--- src/rtl/row_policy.sv ---
// Per-bank open-row tracker: classifies requests as HIT/MISS/CONFLICT and issues idle-timeout precharges.
// Latency: row_stat is registered, 1 cycle after acceptance; close offers appear 1 cycle after expiry.
// Backpressure: req_ready drops during refresh or when the target bank is being offered for precharge.
module row_policy #(
    parameter int BG_W    = 2,
    parameter int BA_W    = 2,
    parameter int ROW_W   = 16,
    parameter int TIMEOUT = 64
) (
    input  logic                                  CLK,
    input  logic                                  nRST,
    input  logic                                  req_valid,
    output logic                                  req_ready,
    input  logic [BG_W-1:0]                       bank_group,
    input  logic [BA_W-1:0]                       bank,
    input  logic [ROW_W-1:0]                      row,
    input  logic                                  row_resolve,
    input  logic                                  refresh,
    output logic                                  stat_valid,
    output logic [1:0]                            row_stat,
    output logic [ROW_W-1:0]                      row_conflict,
    output logic                                  close_valid,
    output logic [BG_W+BA_W-1:0]                  close_bank,
    input  logic                                  close_ready,
    output logic [$clog2(2**(BG_W+BA_W)+1)-1:0]   open_count
);
    localparam int IDX_W = BG_W + BA_W;
    localparam int NB    = 2**IDX_W;
    localparam int CNT_W = (TIMEOUT > 0) ? $clog2(TIMEOUT + 1) : 1;
    localparam int OC_W  = $clog2(NB + 1);
    localparam logic [CNT_W-1:0] CNT_MAX = CNT_W'(TIMEOUT);

    logic [NB-1:0]    valid_q, valid_nxt, cand;
    logic [CNT_W-1:0] cnt_q   [NB];
    logic [CNT_W-1:0] cnt_nxt [NB];
    logic [ROW_W-1:0] tag_q   [NB];
    logic [IDX_W-1:0] idx, cand_idx;
    logic [OC_W-1:0]  oc_nxt;
    logic             acc, row_open, tag_eq, close_fire;

    always_comb begin
        idx        = {bank_group, bank};
        req_ready  = !refresh && !(close_valid && idx == close_bank);
        acc        = req_valid && req_ready;
        row_open   = valid_q[idx];
        tag_eq     = tag_q[idx] == row;
        close_fire = close_valid && close_ready;
    end

    always_comb begin
        for (int i = 0; i < NB; i++) begin
            valid_nxt[i] = valid_q[i];
            cnt_nxt[i]   = (cnt_q[i] != CNT_MAX) ? cnt_q[i] + 1'b1 : cnt_q[i];
            if (close_fire && close_bank == IDX_W'(i))
                valid_nxt[i] = 1'b0;
            if (acc && idx == IDX_W'(i)) begin
                cnt_nxt[i]   = '0;
                // MISS opens, HIT keeps unless auto-precharged, CONFLICT closes
                valid_nxt[i] = !row_open || (tag_eq && !row_resolve);
            end
            if (refresh)
                valid_nxt[i] = 1'b0;
            if (!valid_nxt[i] || TIMEOUT == 0)
                cnt_nxt[i] = '0;
        end
    end

    // Candidates exclude banks being closed or touched this cycle, since their state is about to reset.
    always_comb begin
        cand     = '0;
        cand_idx = '0;
        oc_nxt   = '0;
        for (int i = 0; i < NB; i++) begin
            cand[i] = (TIMEOUT > 0) && valid_q[i] && (cnt_q[i] == CNT_MAX)
                      && !(close_fire && close_bank == IDX_W'(i))
                      && !(acc && idx == IDX_W'(i));
            oc_nxt  = oc_nxt + OC_W'(valid_nxt[i]);
        end
        for (int i = NB - 1; i >= 0; i--)
            if (cand[i])
                cand_idx = IDX_W'(i);
    end

    always_ff @(posedge CLK or negedge nRST) begin
        if (!nRST) begin
            valid_q      <= '0;
            open_count   <= '0;
            stat_valid   <= 1'b0;
            row_stat     <= 2'b00;
            row_conflict <= '0;
            close_valid  <= 1'b0;
            close_bank   <= '0;
            for (int i = 0; i < NB; i++) begin
                cnt_q[i] <= '0;
                tag_q[i] <= '0;
            end
        end else begin
            valid_q    <= valid_nxt;
            open_count <= oc_nxt;
            for (int i = 0; i < NB; i++)
                cnt_q[i] <= cnt_nxt[i];
            if (acc && !row_open)
                tag_q[idx] <= row;

            stat_valid   <= acc;
            row_stat     <= !acc ? 2'b00 : (!row_open ? 2'b10 : (tag_eq ? 2'b01 : 2'b11));
            row_conflict <= (acc && row_open && !tag_eq) ? tag_q[idx] : '0;

            if (refresh) begin
                close_valid <= 1'b0;
                close_bank  <= '0;
            end else if (!(close_valid && !close_ready)) begin
                close_valid <= |cand;
                close_bank  <= cand_idx;
            end
        end
    end
endmodule

--- config.mk ---
export PLATFORM = sky130hd
export DESIGN_NAME = row_policy
export DESIGN_NICKNAME = d
export VERILOG_FILES = /design/src/rtl/row_policy.sv
export SDC_FILE = /design/constraint.sdc
export NUM_CORES = 1
export LEC_CHECK = 0
export CAP_MARGIN = 40
export CORE_MARGIN = 2
export CORE_UTILIZATION = 25
export CTS_CLUSTER_DIAMETER = 80
export DETAILED_ROUTE_END_ITERATION = 6
export PLACE_DENSITY = 0.49
export SLEW_MARGIN = 10
export SYNTH_ARGS = -nofsm -noshare
export SYNTH_HDL_FRONTEND = slang
export SYNTH_SLANG_ARGS = --single-unit
--- constraint.sdc ---
create_clock -name CLK -period 5.1 [get_ports CLK]
set_input_delay 1.02 -clock CLK [delete_from_list [all_inputs] [get_ports CLK]]
set_output_delay 1.02 -clock CLK [all_outputs]
set_load 0.01 [all_outputs]
==> flow_summary.ini <==
[critical_path]
critPathKind = in -> reg
cpMostUsedCell = fa_1
ff2ff_setup_slack_ns = -0.45
cp-start-kind = primary input
crit_path_max_incr_delay_ns = 0.53
required_ns = 5.56
reg2reg_depth = 21
endpoint = open_count[4]
timing.rr.start = tag_q[76]
cp_max_fo = 5
worstReg2RegEnd = open_count[4]
cp-startpoint = bank[0]
arrival_ns = 6.32
cp_cell_sequence = buf_16 -> clkbuf_16 -> mux4_2 -> mux2_2 -> nand2_2 -> and3b_2 -> o2111ai_4 -> nor4_4 -> buf_6 -> a31oi_4 -> buf_6 -> o21a_1 -> fa_1 -> inv_1 -> fa_1 -> inv_2 -> fa_2 -> fa_1 -> inv_2 -> ha_4 -> fa_2 -> a21oi_2 -> nor2b_1
endpoint_kind = flip-flop
slowest_stage = fa_1

[sta]
timing.hold.ws_ns = 0.500
tightest_slew_ns = 0.906
finClkSkew_ns = 0.0362
setup-violations-final = 5
rsz0062_at_grt = yes
slew_viol_final = 0
slew_headroom_pct = 39.6
max_freq_ghz = 0.171
layout_worst_path_cycle_share_pct = 115
hold_viol_final = 0
finalCriticalPeriod_ns = 5.86
worst_slack_ns = -0.763

[global_routing]
antenna_found_initial = 3
grt.met1_usage_pct = 19.1
grt_pass1_vias = 14500
grt_max_degree = 104
overflow = 0
grt_use_met2_pct = 22.3
met3_usage_pct = 2.11
grtUsageTotal_pct = 13.7
gr-max-usage-layer = met2
grt_pass1_wl_um = 90000

[synth]
synth.avg_cell_area_um2 = 12.5
synth_cell_types = 79
yosysWarnings = 0
synth_cells = 1653
yosys.cell_count.top_type = dfrtp_1
synthTopCellsByCount = dfrtp_1, mux2_2, nor2_1
yosysSeqAreaShare_pct = 50.2
yosys-top-cells-area = dfrtp_1, mux2_2, mux4_2, nor2_1, xnor2_1
synth_ff_type = dfrtp_1
netlist_area_mm2 = 0.0206
yosys_register_bits = 413
synth.largest_area_cell = dfrtp_1
synth_top_cell_area_share_pct = 50.2
async_flop_share_pct = 100
synthesis.nets = 1726
synth_edf_count = 0

[die]
die_area_mm2 = 0.0847
rows = 105
initial_core_util_pct = 25.2
boundaryPins = 56
die_h_um = 291
core_region_area_mm2 = 0.0818
fp.dieW_um = 291

[cts]
cts_tree = yes
clkSinkCount = 413
clock_latency_ns = 0.60
cts_root_buf = clkbuf_16
cts.htree.levels = 2
clockBufferDepth = 3
numCtsBuffers = 46
clk_pin_slew_worst_paths_ns = 0.06
cts_hold_buf = 0

[routing]
drt_iter0_drc = 871
vias = 13800
drc = 0
drt_pass1_iterations = 5
ant_nets = 0
avgRoutedWirePerCell_um = 19.5
via_per_inst = 4.64
routed_wl_um = 58100

[power]
pwr-share-comb_pct = 14.6
vdd_ir_drop_max_mv = 0.220
swShare_pct = 24.7
leakage_nw = 11.0
seq_power_share_pct = 44.6
switchingPower_w = 0.00216
total_power_w = 0.00874
p_int_w = 0.00658
power_density_mw_per_mm2 = 340
power_frac_clock_pct = 40.8

[layout]
layout-drive-gt1-share_pct = 36.8
syn2layout_area_growth_pct = 25.0
finalInstanceArea_mm2 = 0.0257
fin_nets = 1945
post-route-util_pct = 31.5
num-fill-cells = 8116

[placement]
port-buffer-count = 55
dpl-instance-area_mm2 = 0.0236
place.gp.congestion = 0.877
detailedPlacementHpwl_um = 38100

[status]
status = complete, but fails checks
failed_checks = setup timing

[run]
cap_violations = 0

[worst_hold_path]
hold_path_class = reg -> reg
logic make-up (layout without fill, tap and decap cells):
kind of cell             after synthesis  in the layout  share of synthesized area [%]
AO/OA/AOI/OAI                        150            151                           5.06
flip-flops                           413            413                           50.2
multiplexers                         362            362                           22.4
other                                  0              1                              0
XOR/XNOR                             117            117                           4.98
buffers and inverters                143            394                           3.46
AND/OR/NAND/NOR                      421            421                           10.7
adder cells (fa/ha/maj)               47             47                           3.22
power by group through the flow:
stage / sequential (W) / clock (W) / combinational (W)
3_5_place_dp: 0.00395 / 0 / 0.00120
2_1_floorplan: 0.00388 / 0 / 0.000809
6_report: 0.00390 / 0.00357 / 0.00128
4_1_cts: 0.00389 / 0.00367 / 0.00126
5_1_grt: 0.00394 / 0.00381 / 0.00139
3_3_place_gp: 0.00394 / 0 / 0.00117
state kept, by name, summed over array words and instances, names as in the netlist:
| register | count |
|---|---|
| close_bank | 4 |
| close_valid | 1 |
| cnt_q | 112 |
| open_count | 5 |
| row_conflict | 16 |
| row_stat | 2 |
| stat_valid | 1 |
| tag_q | 256 |
| valid_q | 16 |
stage by stage:
stage / cells / setup slack [ns] / TNS, ns
6_report: 2976 / -0.763 / -3.14
5_1_grt: 2975 / -0.875 / -3.68
4_1_cts: 2972 / -0.742 / -3.12
3_5_place_dp: 2881 / -1.72 / -7.92
3_3_place_gp: 2880 / -1.62 / -7.54
2_1_floorplan: 1653 / -1.02 / -4.56
how the worst min path moves through the flow:
stage,from,endpoint,cells after the start
5_1_grt,tag_q[185],tag_q[185],1
3_5_place_dp,tag_q[152],tag_q[152],1
6_report,tag_q[152],tag_q[152],1
4_1_cts,tag_q[152],tag_q[152],1
3_3_place_gp,tag_q[152],tag_q[152],1
2_1_floorplan,tag_q[152],tag_q[152],1
placed cells by master, fill, tap and decap left out, drive strengths merged, types with 38 or more instances in the layout:
cell / synthesis / routed
inv: 49 / 50
buf: 52 / 209
mux4: 50 / 50
nand2: 50 / 50
xnor2: 69 / 69
nand3: 56 / 56
mux2: 274 / 274
mux2i: 38 / 38
clkdlybuf4s50: 0 / 50
xor2: 48 / 48
nor2: 177 / 177
clkbuf: 42 / 70
dfrtp: 413 / 413
cell type report:
| cell class | instances | area, um^2 | share of cell area (%) |
|---|---|---|---|
| clock buffer | 67 | 1400 | 5.44 |
| inverter | 49 | 184 | 0.714 |
| sequential | 413 | 10300 | 40.1 |
| multi-input combinational | 1098 | 9830 | 38.2 |
| timing repair buffer | 264 | 2430 | 9.43 |
| tap | 1070 | 1340 | 5.20 |
| clock inverter | 14 | 225 | 0.875 |
| antenna | 1 | 2.50 | 0.00972 |
critical path: cells and delay by family:
kind,cells,cell delay (ns)
and+or+nand+nor,4,0.63
AOI/OAI and AO/OA,4,0.59
muxes,2,0.77
buffers and inverters,7,0.77
adders and majority gates,6,2.51
layer usage:
layer | routed length, um | part of all wire (%)
met5 | 10 | 0.017
met2 | 27300 | 47
met3 | 2650 | 4.6
met4 | 1140 | 2.0
met1 | 27100 | 47
what timing repair did:
| action | 4_1_cts | 5_1_grt |
|---|---|---|
| pin swaps | 13 | 12 |
| cloned | 4 | 2 |
| resized for setup | 40 | 25 |
| setup endpoints to repair | 5 | 5 |
| hold endpoints to repair | 0 | 0 |
| buffers inserted | 6 | 1 |
No activity file was read; power rests on OpenSTA's default activity.
